<file path="config.mk">
export PLATFORM = sky130hd
export DESIGN_NAME = uart_rx_ctrl
export DESIGN_NICKNAME = d
export VERILOG_FILES = /design/src/rtl/uart_rx_pkg.sv /design/src/rtl/uart_rx_ctrl_edge_bit_counter.sv /design/src/rtl/uart_rx_ctrl.sv
export SDC_FILE = /design/constraint.sdc
export NUM_CORES = 1
export LEC_CHECK = 0
export ABC_AREA = 1
export ABC_CLOCK_PERIOD_IN_PS = 1900
export CORE_UTILIZATION = 40
export CTS_BUF_LIST = sky130_fd_sc_hd__clkbuf_8
export CTS_CLUSTER_DIAMETER = 120
export DETAILED_ROUTE_END_ITERATION = 7
export PLACE_DENSITY = 0.65
export SETUP_SLACK_MARGIN = 0.05
export SYNTH_ARGS = -nofsm -noshare
export SYNTH_HDL_FRONTEND = slang
export SYNTH_HIERARCHICAL = 1
export SYNTH_SLANG_ARGS = --single-unit
</file>
<file path="constraint.sdc">
create_clock -name CLK -period 1.9 [get_ports CLK]
set_input_delay 0.38 -clock CLK [delete_from_list [all_inputs] [get_ports CLK]]
set_output_delay 0.38 -clock CLK [all_outputs]
set_load 0.1 [all_outputs]
</file>
<file path="src/rtl/uart_rx_pkg.sv">
// Shared types and constants for the UART receive controller.
package uart_rx_pkg;

   localparam int DATA_WIDTH_DEF = 8;

   localparam logic PAR_EVEN = 1'b0;
   localparam logic PAR_ODD  = 1'b1;

   typedef enum logic [2:0] {
      IDLE   = 3'd0,
      START  = 3'd1,
      DATA   = 3'd2,
      PARITY = 3'd3,
      STOP   = 3'd4
   } rx_state_t;

endpackage

</file>
<file path="src/rtl/uart_rx_ctrl_edge_bit_counter.sv">
// Oversampling edge counter and bit counter; the edge counter wraps at
// prescale-1 and each wrap advances the bit counter.
module edge_bit_counter #(
   parameter int BIT_W = 4
) (
   input  logic             clk,
   input  logic             rst_n,
   input  logic             en,
   input  logic             clr,
   input  logic [4:0]       prescale,
   output logic [4:0]       edge_count,
   output logic [BIT_W-1:0] bit_count,
   output logic             wrap
);

   assign wrap = en && (edge_count == (prescale - 5'd1));

   always_ff @(posedge clk or negedge rst_n) begin
      if (!rst_n) begin
         edge_count <= '0;
         bit_count  <= '0;
      end else if (clr) begin
         edge_count <= '0;
         bit_count  <= '0;
      end else if (en) begin
         if (wrap) begin
            edge_count <= '0;
            bit_count  <= bit_count + 1'b1;
         end else begin
            edge_count <= edge_count + 5'd1;
         end
      end
   end

endmodule

</file>
<file path="src/rtl/uart_rx_ctrl.sv">
// UART receive controller: walks start/data/parity/stop, assembles the byte
// LSB-first and reports it with a valid pulse or parity/stop error pulses.
//
// state  | meaning
// IDLE   | line idle, counters held at 0, waiting for RX_IN low
// START  | start bit; a sampled 1 is a glitch and aborts the frame
// DATA   | shifting in DATA_WIDTH sampled bits, LSB first
// PARITY | checking the parity bit against the assembled byte
// STOP   | waiting for the stop sample, then report and return to IDLE
module uart_rx_ctrl
   import uart_rx_pkg::*;
#(
   parameter int DATA_WIDTH = DATA_WIDTH_DEF
) (
   input  logic                  CLK,
   input  logic                  Reset,
   input  logic                  RX_IN,
   input  logic [4:0]            Prescale,
   input  logic                  PAR_EN,
   input  logic                  PAR_TYP,
   input  logic                  sampled,
   input  logic                  Sampled_bit,
   output logic                  S_EN,
   output logic [4:0]            edge_count,
   output logic [DATA_WIDTH-1:0] P_DATA,
   output logic                  Data_valid,
   output logic                  Par_err,
   output logic                  Stp_err
);

   localparam int BIT_W = $clog2(DATA_WIDTH + 3);

   rx_state_t             state;
   logic [DATA_WIDTH-1:0] shift;
   logic                  par_fail;
   logic [BIT_W-1:0]      bit_count;
   logic                  wrap;
   logic                  to_idle;
   logic                  cnt_clr;
   logic                  exp_par;
   logic                  last_data;

   assign S_EN = (state != IDLE);

   // Counters clear on the same edge that enters IDLE so a back-to-back
   // start bit sees edge_count 0 in its first START cycle.
   assign to_idle   = sampled && (((state == START) && Sampled_bit) || (state == STOP));
   assign cnt_clr   = (state == IDLE) || to_idle;
   assign exp_par   = (PAR_TYP == PAR_ODD) ? ~^shift : ^shift;
   assign last_data = (bit_count == BIT_W'(DATA_WIDTH));

   edge_bit_counter #(
      .BIT_W (BIT_W)
   ) u_cnt (
      .clk        (CLK),
      .rst_n      (Reset),
      .en         (S_EN),
      .clr        (cnt_clr),
      .prescale   (Prescale),
      .edge_count (edge_count),
      .bit_count  (bit_count),
      .wrap       (wrap)
   );

   always_ff @(posedge CLK or negedge Reset) begin
      if (!Reset) begin
         state      <= IDLE;
         shift      <= '0;
         par_fail   <= 1'b0;
         P_DATA     <= '0;
         Data_valid <= 1'b0;
         Par_err    <= 1'b0;
         Stp_err    <= 1'b0;
      end else begin
         Data_valid <= 1'b0;
         Par_err    <= 1'b0;
         Stp_err    <= 1'b0;
         case (state)
            IDLE: begin
               if (!RX_IN) begin
                  state    <= START;
                  par_fail <= 1'b0;
               end
            end
            START: begin
               if (sampled && Sampled_bit) state <= IDLE;
               else if (wrap)              state <= DATA;
            end
            DATA: begin
               if (sampled) shift <= {Sampled_bit, shift[DATA_WIDTH-1:1]};
               if (wrap && last_data) state <= PAR_EN ? PARITY : STOP;
            end
            PARITY: begin
               if (sampled && (Sampled_bit != exp_par)) par_fail <= 1'b1;
               if (wrap) state <= STOP;
            end
            STOP: begin
               if (sampled) begin
                  state   <= IDLE;
                  Stp_err <= ~Sampled_bit;
                  Par_err <= par_fail;
                  if (Sampled_bit && !par_fail) begin
                     Data_valid <= 1'b1;
                     P_DATA     <= shift;
                  end
               end
            end
            default: state <= IDLE;
         endcase
      end
   end

endmodule

</file>
### Yosys cells after proc, flatten, opt, wreduce, memory -nomap -nowiden

Cells that the tools add are included.

| storage, ports and cells | value |
|---|---|
| flip-flop bits (word level) | 32 |
| input bits | 12 |
| word-level logic and storage cells | 73 |

| operators by class | value |
|---|---|
| add/sub/neg operators | 3 |
| equality and inequality tests | 13 |
| mux-type cells | 25 |
| bitwise operators | 1 |
| reduce and logical (&&, ||, !) cells | 22 |

Operators with widths:

| kind | count |
|---|---|
| 3-bit 2-to-1 mux | 7 |
| 5-bit 2-to-1 mux | 3 |
| 3-bit case mux with 5 select lines | 1 |
| 4-bit 2-to-1 mux | 3 |
| 1-bit 2-to-1 mux | 10 |
| 2-bit inequality test (second input constant) | 5 |
| 8-bit XNOR reduction | 1 |
| 8-bit XOR reduction | 1 |
| 1-bit logical AND | 7 |
| 3-bit by 2-bit equality test with 1-bit output (second input constant) | 2 |
| 3-bit AND reduction | 2 |
| 2-bit nonzero test | 3 |
| 5-bit by 1-bit adder with 5-bit output (second input constant) | 1 |
| 5-bit equality test | 1 |
| 5-bit AND reduction | 1 |
| 5-bit by 1-bit subtractor with 5-bit output (second input constant) | 1 |
| 4-bit by 1-bit adder with 4-bit output (second input constant) | 1 |
| 4-bit equality test (second input constant) | 1 |
| 2-bit AND reduction | 2 |
| 3-bit by 1-bit equality test with 1-bit output (second input constant) | 1 |
| 3-bit equality test (second input constant) | 1 |
| 3-bit logical NOT | 1 |
| 3-bit by 2-bit inequality test with 1-bit output (second input constant) | 1 |
| 3-bit nonzero test | 1 |
| other kinds (5) | 6 |

### Depth between registers and ports, before layout

Gate-level depths: netlist of the first run.

| depth | value |
|---|---|
| depth after elaboration | 7 |
| depth in mapped cells | 14 |
| mapped depth without buffers | 14 |

### By module

Netlist of the first run, hierarchy kept.

By module, submodules not included:

| module | times used | cells each | area an instance (sq um) | seq. area each (sq um) |
|---|---|---|---|---|
| uart_rx_ctrl | 1 | 144 | 1164.9 | 575.6 |
| edge_bit_counter | 1 | 92 | 649.4 | 225.2 |

### Least setup slack after synthesis of the first run

OpenSTA, ideal clock, no wires.

| timing path | value |
|---|---|
| path kind | register to register |
| from | register state[0] |
| to | register u_cnt.edge_count[0] |
| setup time | 0.124 ns |
| data arrival time | 2.274 ns |
| required time | 1.776 ns |
| path slack | -0.498 ns |
| cell stages (with the launch flop) | 7 |
| path buffers | 0 |
| clock period less this slack | 2.398 ns |
| cells stage by stage | dfrtp_1 > nor3_1 > inv_1 > o311ai_0 > clkinv_1 > nand4_1 > nand2_1 |

| on the way | value |
|---|---|
| elaborated cells on any way between the ends | 13 |
| those cells by class | 2 x eq/ne; 3 x mux; 8 x reduce/logical |

RTL lines:

| what | line | text |
|---|---|---|
| from (decl) | uart_rx_ctrl.sv:33 | `rx_state_t state;` |
| from (signal assigned) | uart_rx_ctrl.sv:91 | `if (wrap && last_data) state <= PAR_EN ? PARITY : STOP;` |
| 3-bit nonzero test (*) | uart_rx_ctrl.sv:43 | `assign S_EN = (state != IDLE);` |
| via S_EN | uart_rx_ctrl.sv:23 | `output logic S_EN,` |
| 1-bit logical AND | uart_rx_ctrl_edge_bit_counter.sv:16 | `assign wrap = en && (edge_count == (prescale - 5'd1));` |
| 5-bit 2-to-1 mux | uart_rx_ctrl_edge_bit_counter.sv:26 | `if (wrap) begin` |
| 5-bit 2-to-1 mux | uart_rx_ctrl_edge_bit_counter.sv:25 | `end else if (en) begin` |
| 5-bit 2-to-1 mux | uart_rx_ctrl_edge_bit_counter.sv:22 | `end else if (clr) begin` |
| to (signal assigned) | uart_rx_ctrl_edge_bit_counter.sv:30 | `edge_count <= edge_count + 5'd1;` |
| to (decl) | uart_rx_ctrl_edge_bit_counter.sv:11 | `output logic [4:0] edge_count,` |

Mark *: on every way through the listed nets, which the timed path passes. The rest lies on a longest branch. The select of a mux whose other input is x is not followed.
A chain may end at the register's enable or synchronous reset.

### Worst setup path in the final report of the first run

| timing path | value |
|---|---|
| from | register state[2] |
| to | output port S_EN |

| on the way | value |
|---|---|
| longest elaborated chain between the ends | 1 |

Ends and longest elaborated chain:

| what | line |
|---|---|
| 3-bit nonzero test | uart_rx_ctrl.sv:43 |
| to (decl) | uart_rx_ctrl.sv:23 |

No other way between the ends.

==> run metrics, run 1 <==
clk slew on worst S/H paths 0.07 ns; overall die width about 70 um; Leakage approximately 1.3 nW; CTS Buf Count 5; drc violations 0; CTS tree yes; slew margin rel. 70.0%; top cell type's share of synthesized area around 44%; final hold vios 0; total grt overflow 0; Worst Setup Start Kind register; vias in the first global route 1524; Boundary Pins 29; sequential cell area fraction in the yosys report between 40% and 50%; Setup WS pre-CTS -0.339 ns; Core ar. between 0.004 and 0.005 sq mm; CP endpoint kind output port; Layout Area Growth over Synthesis 38.6%; Tcrit/Tclk final a little over nine tenths; Die ar. just under 0.005 sq mm; synthesized net count between 200 and 300; post-synth cell types 27; Pwr Density 1670 mW/mm^2; Initial Util a little over two fifths; clk sinks 32; RePlAce Congestion between 0.7 and 0.8; Setup WS post-layout 0.0549 ns; unrepaired setup endpoints after global routing true; Synth async-reset ratio 100%; Post-Syn Area ~0.0018 sq mm; Clock Skew about 0.0088 ns; Syn Inst Count between 200 and 250; crit path max fanout 3; Top FF cell, synth dfrtp_1; post-route cell area between 0.002 and 0.003 sq mm; syn avg cell area 7.69 sq um; status finished, final reports clean; DR vias 1625; I/O Buffers 28; hold buffer count at CTS 0; ratio of cells with drive above 1 in the final layout between 20 and 30%; Post-synth EDFFs 0; largest net degree at the start of global routing 33; antenna violations before repair 0; DR vias/cell 4.78; synthesized flop and latch total 32; first-pass GRT wire length around 6600 um; row count 24; required time worst endpoint 1.52 ns; post-DR wirelength/cell around 12 um; final net count just over 300; Cell Area, Placed about 0.0023 sq mm; drt total wl between 3000 and 4000 um; root buffer cell clkbuf_8; peak supply drop slightly below 0.6 mV; die height 69.3 um; initial DRC count 93; MaxCap Viol Count 0; setup TNS 0 ns; CTS Buffer Depth 2; Slew @ Worst Pin around 0.45 ns; largest cells by area after synthesis dfrtp_1 (44%), nand2_1 (16%), inv_1 (5.4%); CP Class reg -> out; Clock Latency Late Sink between 0.2 and 0.3 ns; HPWL after DPL between 2000 and 3000 um; Final Slew Violations 0; number of setup violations in the final report 0; hold crit path type reg -> reg; Synthesis Warnings 6; number of iterations in the first detailed-routing pass 4; area leader, netlist dfrtp_1; post-layout min period approximately 1.8 ns; Worst EP arrival 1.47 ns; H-tree depth 2; GRT Overall Usage 17.5%; post-route ant nets 0; hold_ws a little under 0.5 ns; fmax 542 MHz; number of diodes 0
[area by class of cell]
| class | instances | area (sq um) |
|---|---|---|
| Multi-Input combinational cell | 169 | 920 |
| Clock inverter | 3 | 42.5 |
| Timing Repair Buffer | 46 | 482 |
| Tap cell | 52 | 65.1 |
| Clock buffer | 5 | 68.8 |
| Fill cell | 381 | 1840 |
| Inverter | 33 | 134 |
| Sequential cell | 32 | 803 |
[cells by family after synthesis]
kind of cell,count (synthesis),share of synthesized area (%)
AND/OR/NAND/NOR,126,30.6
buffers and inverters,35,7.79
flip-flops,32,44.1
AO/OA/AOI/OAI,29,10.1
XOR/XNOR,11,5.31
adder cells (fa/ha/maj),3,2.07
[repair_timing]
| item | 4_1_cts | 5_1_grt |
|---|---|---|
| resized for setup | 3 | 10 |
| pin swaps | 2 | 4 |
| endpoints found under the setup margin | 4 | 9 |
| setup buffers | 1 | 4 |
[synth_stat cells, types with 2 or more instances]
| library cell | number |
|---|---|
| xor2_1 | 8 |
| nand3_1 | 15 |
| nor3_1 | 4 |
| a21oi_1 | 4 |
| dfrtp_1 | 32 |
| nand4_1 | 2 |
| o21ai_1 | 13 |
| nand2_2 | 5 |
| nand2_4 | 2 |
| nand2_1 | 79 |
| inv_2 | 5 |
| o21ai_0 | 2 |
| xnor2_1 | 3 |
| inv_1 | 26 |
| ha_1 | 3 |
| a21oi_2 | 2 |
| o21ai_2 | 7 |
| nor2_1 | 14 |
| nor2_2 | 2 |
[flip-flops by register name (all words and copies together) (netlist names)]
| register | flops |
|---|---|
| Stp_err | 1 |
| u_cnt/edge_count | 5 |
| Par_err | 1 |
| par_fail | 1 |
| u_cnt/bit_count | 4 |
| Data_valid | 1 |
| P_DATA | 8 |
| shift | 8 |
| state | 3 |
[final timing paths]
| kind | slack (ns) | cells after the start | start | end |
|---|---|---|---|---|
| worst max register to register | 0.10 | 13 | state[2] | state[2] |
| worst max-delay path | 0.05 | 4 | state[2] | S_EN |
| max in group asynchronous | 1.08 | 2 | Reset | state[0] |
| min in group asynchronous | 0.49 | 2 | Reset | shift[3] |
| worst min-delay path | 0.48 | 2 | P_DATA[0] | P_DATA[0] |
| worst min register to register | 0.48 | 2 | P_DATA[0] | P_DATA[0] |
[report_power, final]
part | switching (mW) | leakage, nW | internal [mW] | total [mW]
combinational | 1.51 | 0.784 | 0.900 | 2.41
clock | 0.272 | 0.0541 | 0.388 | 0.660
sequential | 0.237 | 0.428 | 0.877 | 1.11
total | 2.02 | 1.27 | 2.16 | 4.19
[critical path: stages, from the launching register on]
cell and delay, ns:
dfrtp_1 0.44, nor3_4 0.27, clkinvlp_4 0.17, buf_6 0.15, buf_12 0.16
[placed cells by master, fill, tap and decap left out, types with 2 or more instances in the layout]
cell | netlist | routed
nand4_1 | 2 | 2
a21oi_2 | 2 | 2
o21ai_2 | 7 | 8
inv_1 | 26 | 25
nor2_2 | 2 | 2
nor2_1 | 14 | 14
clkbuf_8 | 0 | 5
a21oi_1 | 4 | 4
nand2_2 | 5 | 6
o21ai_1 | 13 | 13
nor3_1 | 4 | 2
buf_6 | 1 | 3
nor3_4 | 1 | 2
nand3_1 | 15 | 14
dlygate4sd2_1 | 0 | 2
ha_1 | 3 | 2
clkinv_2 | 1 | 2
nor3_2 | 1 | 2
dfrtp_1 | 32 | 30
xor2_1 | 8 | 8
clkdlybuf4s50_1 | 0 | 9
buf_4 | 0 | 24
nand2_4 | 2 | 2
inv_2 | 5 | 5
clkinvlp_4 | 0 | 2
dfrtp_2 | 0 | 2
buf_12 | 0 | 8
xnor2_1 | 3 | 3
nand2_1 | 79 | 78
[metrics by stage]
stage	util, %	power, mW	instances
after floorplan	-	2.68	236
after global placement	53.6	3.31	327
after detailed placement	53.6	3.35	327
after CTS	56.4	4.04	336
after global routing	57.8	4.46	340
final	57.8	4.19	340
[layer usage]
| metal | global-route usage, % | vias up | share of wire [%] |
|---|---|---|---|
| met3 | 5.38 | 9 | 4.6 |
| met1 | 22.9 | 745 | 48 |
| li1 | - | 841 | - |
| met4 | 8.39 | 0 | 1.9 |
| met2 | 26.2 | 30 | 45 |
| met5 | 0 | - | 0 |
Power figures use the tool's default switching activity.
==> run 2, diff against run 1 <==
--- a/config.mk
+++ b/config.mk
@@ -15,5 +15,4 @@
 export SETUP_SLACK_MARGIN = 0.05
 export SYNTH_ARGS = -nofsm -noshare
 export SYNTH_HDL_FRONTEND = slang
-export SYNTH_HIERARCHICAL = 1
 export SYNTH_SLANG_ARGS = --single-unit
==> run metrics, run 2 <==
status finished, final reports clean; GRT Overall Usage 17.1%; drc violations 0; Initial Util 42.1%; CTS Buffer Depth 2; H-tree depth 2; largest cells by area after synthesis dfrtp_1 (47%), nand2_1 (13%), inv_1 (6.0%); antenna violations before repair 0; top cells by count, synth nand2_1 (61), dfrtp_1 (32), inv_1 (27); DR vias/cell 4.74; filler instances 370; Slew @ Worst Pin approximately 0.47 ns; Worst Setup Start Kind register; CTS tree yes; Tcrit/Tclk final slightly above 90%; first-pass GRT wire length between 5000 and 6000 um; vias in the first global route ~1300; DR vias roughly 1400; CP max stage cell dfrtp_1; RePlAce Congestion 0.738; Post-synth EDFFs 0; crit path max fanout 4; area leader, netlist dfrtp_1; Boundary Pins 29; post-DR wirelength/cell 11.3 um; CTS Buf Count 5; number of setup violations in the final report 0; fmax 571 MHz; PnR Total Power 4.18 mW; critical path cell sequence nor3_4 > inv_1 > buf_12; Clock Latency Late Sink around 0.28 ns; syn avg cell area a little over 8 sq um; post-route ant nets 0; Gate power share a little under three fifths; Die ar. around 0.0045 sq mm; clk sinks 32; overall die width 67.2 um; hold crit path type in -> async; post-synth cell types 22; initial DRC count slightly above 80; top cell type's share of synthesized area 47.2%; sequential cell fraction of total power 27.5%; final hold vios 0; number of diodes 0; ratio of cells with drive above 1 in the final layout 19.6%; final net count roughly 270; required time worst endpoint 1.52 ns; unrepaired setup endpoints after global routing false; Top FF cell, synth dfrtp_1; slew margin rel. between 60% and 70%; CP endpoint kind output port; Switch Pwr roughly 2.1 mW; CP Class reg -> out; most used cells in the layout excluding fill and tap cells nand2_1 (61), dfrtp_1 (28), inv_1 (26); Post-Syn Area 0.00170 sq mm; most frequent cell after synthesis nand2_1; post-layout min period 1.75 ns; Layout Area Growth over Synthesis 33.4%; sw frac a little over 50%; peak supply drop 0.689 mV; drt total wl 3380 um; Clock Skew around 0.0056 ns; Synthesis Warnings 0; Pwr Density ~1800 mW/mm^2; largest net degree at the start of global routing 33; Worst EP arrival around 1.4 ns; hold_ws between 0.4 and 0.5 ns; synthesized flop and latch total 32; total grt overflow 0; I/O Buffers 28; sequential cell area fraction in the yosys report a little under half; Synth async-reset ratio between 90% and 100%; internal power ~2 mW; clk slew on worst S/H paths ~0.070 ns; synthesized net count between 200 and 250; most common cell after layout, fill and taps aside nand2_1; Syn Inst Count 210; hold buffer count at CTS 0; MaxCap Viol Count 0; Leakage around 1.1 nW; critical path's largest stage delay roughly 0.43 ns; largest registers P_DATA (8), shift (8), u_cnt.edge_count (5); number of iterations in the first detailed-routing pass 4; die height 67.2 um; Core ar. a little over 0.004 sq mm; Clk network pwr share between 10% and 20%; row count 23; HPWL after DPL about 2400 um; Final Slew Violations 0; root buffer cell clkbuf_8
-- run 2: worst paths after layout --
| kind | slack (ns) | endpoint | cells past startpoint | start |
|---|---|---|---|---|
| hold / removal | 0.49 | u_cnt.edge_count[0] | 2 | Reset |
| setup reg to reg | 0.32 | state[0] | 9 | u_cnt.edge_count[4] |
| max in group asynchronous | 1.09 | u_cnt.edge_count[3] | 2 | Reset |
| min in group CLK | 0.49 | Data_valid | 1 | par_fail |
| hold reg to reg | 0.49 | Data_valid | 1 | par_fail |
| setup / recovery | 0.15 | S_EN | 3 | state[1] |
-- run 2: kinds of logic after synthesis --
group	count (synthesis)	share of synthesized area, %
compound gates	23	6.78
xor+xnor	15	7.74
fa+ha+maj	4	2.95
buf+inv	30	6.93
flops	32	47.2
mux	1	0.663
simple gates	105	27.8
-- run 2: metrics by stage --
step                TNS (ns)  instances  util [%]  instance area (sq um)  setup slack (ns)
detailed placement     -2.84        291      52.6                   2120            -0.279
global placement       -2.48        291      52.6                   2120            -0.241
CTS                        0        300      55.5                   2240            0.0551
floorplan                  0        210         -                   1700            0.0902
global route               0        300      56.2                   2260            0.0720
finish                     0        300      56.2                   2260             0.149
-- run 2: power groups by stage --
| stage | logic (mW) | clock network (mW) | registers, mW |
|---|---|---|---|
| 2_1_floorplan | 1.05 | 0 | 1.83 |
| 3_3_place_gp | 2.35 | 0 | 1.14 |
| 3_5_place_dp | 2.37 | 0 | 1.15 |
| 4_1_cts | 2.38 | 0.657 | 1.14 |
| 5_1_grt | 2.61 | 0.695 | 1.18 |
| 6_report | 2.39 | 0.643 | 1.15 |
-- run 2: per-layer routing --
| layer | part of all wire (%) | routed length (um) | vias to the layer above | track usage [%] |
|---|---|---|---|---|
| met2 | 46 | 1540 | 38 | 27.4 |
| met5 | 0 | 0 | - | 0 |
| li1 | - | - | 737 | - |
| met3 | 4.6 | 155 | 5 | 4.56 |
| met4 | 1.7 | 57 | 0 | 6.38 |
| met1 | 48 | 1620 | 642 | 22.1 |
-- run 2: layout make-up --
type	count	area [sq um]	share of cell area, %
multi-input combinational	148	806	35.6
inverter	28	108	4.75
tap	50	62.6	2.76
clock buffer	5	68.8	3.04
timing repair buffer	34	375	16.6
sequential	32	806	35.6
clock inverter	3	38.8	1.71
-- run 2: worst max-delay path: cells and delay by family (launching register included) --
| kind | cells | cell delay (ns) |
|---|---|---|
| flops | 1 | 0.43 |
| buf+inv | 2 | 0.37 |
| simple gates | 1 | 0.29 |
-- run 2: what timing repair did --
action | CTS | global route
resized for setup | 1 | 7
endpoints found under the setup margin | 5 | 13
endpoints found under the hold margin | 0 | 0
setup buffers | 1 | 0
pin swaps | 3 | 3
==> run 3, diff against run 2 <==
--- a/config.mk
+++ b/config.mk
@@ -6,12 +6,12 @@
 export NUM_CORES = 1
 export LEC_CHECK = 0
 export ABC_AREA = 1
-export ABC_CLOCK_PERIOD_IN_PS = 1900
+export ABC_CLOCK_PERIOD_IN_PS = 2000
 export CORE_UTILIZATION = 40
 export CTS_BUF_LIST = sky130_fd_sc_hd__clkbuf_8
 export CTS_CLUSTER_DIAMETER = 120
 export DETAILED_ROUTE_END_ITERATION = 7
-export PLACE_DENSITY = 0.65
+export PLACE_DENSITY = 0.63
 export SETUP_SLACK_MARGIN = 0.05
 export SYNTH_ARGS = -nofsm -noshare
 export SYNTH_HDL_FRONTEND = slang
==> constraint.sdc (replaced) <==
create_clock -name CLK -period 2 [get_ports CLK]
set_input_delay 0.4 -clock CLK [delete_from_list [all_inputs] [get_ports CLK]]
set_output_delay 0.4 -clock CLK [all_outputs]
set_load 0.1 [all_outputs]
==> run metrics, run 3 (synthesized netlist as in run 2, its figures left out) <==
RePlAce Congestion roughly 0.78; final net count 262; Slew @ Worst Pin 0.435 ns; hold path startpoint par_fail; I/O Buffers 28; MaxCap Viol Count 0; Initial Util a little over two fifths; slew margin rel. between 70 and 80%; HPWL after DPL about 2400 um; Gate power share a little under three fifths; post-route cell area ~0.0022 sq mm; Worst R2R Setup Slack around 0.50 ns; Pwr Density 1790 mW/mm^2; Post-CTS Setup Bufs 0; CTS tree yes; sw frac between 50% and 60%; status finished, final reports clean; root buffer cell clkbuf_8; Worst Setup Start Kind input pin; Cell Area, Placed slightly above 0.002 sq mm; post-DR wirelength/cell approximately 11 um; largest registers P_DATA (8), shift (8), u_cnt.edge_count (5); Setup WS pre-CTS -0.198 ns; Layout Area Growth over Synthesis 27.9%; crit path from Prescale[2]; M3 GR Usage under 10%; initial DRC count 78; Tcrit/Tclk final between 80% and 90%; Clock Skew between 0.0015 and 0.002 ns; unrepaired setup endpoints after global routing false; most common cell after layout, fill and taps aside nand2_1; Leakage around 1.1 nW; drc violations 0; DR vias/cell 4.75; critical path cell sequence clkdlybuf4s50_1 > nor3_1 > xnor2_1 > nand2_1 > nor2_4 > inv_4 > nand2_4 > nand2_2 > nand2_1 > nand2_1; GR peak layer met2; worst reg2reg path depth 6; first-pass GRT wire length approximately 5800 um; delay-heaviest family, CP simple AND/OR/NAND/NOR gates; fmax 588 MHz; post-route ant nets 0; # resized after CTS 0; largest net degree at the start of global routing 33; hold buffer count at CTS 0; hold crit path type reg -> reg; ratio of cells with drive above 1 in the final layout roughly 16%; PnR Total Power just under 4 mW; sequential cell fraction of total power about 28%; overall die width between 60 and 70 um; row count 23; clk slew on worst S/H paths around 0.070 ns; crit path max fanout 7; Buffers & Inverters on Critical Path 2; total grt overflow 0; Most common cell on crit path nand2_1; number of iterations in the first detailed-routing pass 4; met1 Track Usage GR 22.6%; final hold vios 0; required time worst endpoint ~2.2 ns; hold path depth 1; WHS Endpoint Data_valid; CTS Buf Count 5; Boundary Pins 29; CP endpoint kind register; vias in the first global route ~1300; Worst EP arrival 1.88 ns; number of setup violations in the final report 0; clk sinks 32; most used cells in the layout excluding fill and tap cells nand2_1 (61), dfrtp_1 (32), inv_1 (28); Setup WS post-layout approximately 0.3 ns; Switch Pwr between 2 and 2.5 mW; Core ar. just over 0.004 sq mm; antenna violations before repair 0; H-tree depth 2; number of diodes 0; CP Class in -> reg; internal power 1.88 mW; CTS Buffer Depth 2; peak supply drop 0.673 mV; Final Slew Violations 0; DR vias ~1400; drt total wl between 3000 and 4000 um; Worst R2R Start state[1]; critical path's largest stage delay approximately 0.48 ns; Global Route met2 Usage between 20% and 30%; die height 67.2 um; CP max stage cell clkdlybuf4s50_1; Die ar. between 0.004 and 0.005 sq mm; Clk network pwr share approximately 16%; Clock Latency Late Sink about 0.28 ns; reg-to-reg critical path endpoint shift[7]; GRT Overall Usage 17.1%; post-layout min period about 1.7 ns
-- run 3: cell count changes in the layout (fill, tap and decap cells not counted) --
cell and delta:
dfrtp_1 +4, nor3_2 +1, ha_2 +1, buf_12 -4, inv_2 -2, nor3_4 -1
dfrtp_2 -4, ha_4 -1, inv_1 +2, buf_4 +1
-- run 3: per-layer routing --
metal,vias to the layer above,share of wire (%)
li1,732,-
met4,0,1.7
met2,38,47
met5,-,0
met3,6,4.6
met1,635,47
-- run 3: metrics by stage --
| step | util, % | setup TNS [ns] | hold slack [ns] | instances |
|---|---|---|---|---|
| 4_1_cts | 53.5 | 0 | 0.483 | 297 |
| 5_1_grt | 53.9 | 0 | 0.504 | 297 |
| 3_3_place_gp | 50.8 | -1.53 | 0.472 | 289 |
| 6_report | 53.9 | 0 | 0.480 | 297 |
| 2_1_floorplan | - | 0 | 0.104 | 210 |
| 3_5_place_dp | 50.8 | -1.96 | 0.471 | 289 |
-- run 3: power groups by stage --
stage / Sequential, mW / Combinational (mW) / Clock (mW)
global route: 1.10 / 2.42 / 0.648
CTS: 1.07 / 2.23 / 0.621
floorplan: 1.73 / 0.996 / 0
finish: 1.07 / 2.22 / 0.601
detailed placement: 1.08 / 2.22 / 0
global placement: 1.07 / 2.20 / 0
-- run 3: worst max path at each step --
| stage | end | slack (ns) | cells past startpoint |
|---|---|---|---|
| after floorplan | state[0] | 0.05 | 9 |
| after global placement | state[0] | -0.16 | 12 |
| after detailed placement | state[0] | -0.20 | 12 |
| after CTS | state[0] | 0.09 | 12 |
| after global routing | state[0] | 0.17 | 11 |
| final | state[0] | 0.30 | 10 |
-- run 3: final cells by class --
class                      instances  area, sq um
clock buffer                       5         68.8
clock inverter                     3         38.8
fill                             389         1860
inverter                          28          108
multi-input combinational        148          790
sequential                        32          801
tap                               50         62.6
timing repair buffer              31          303
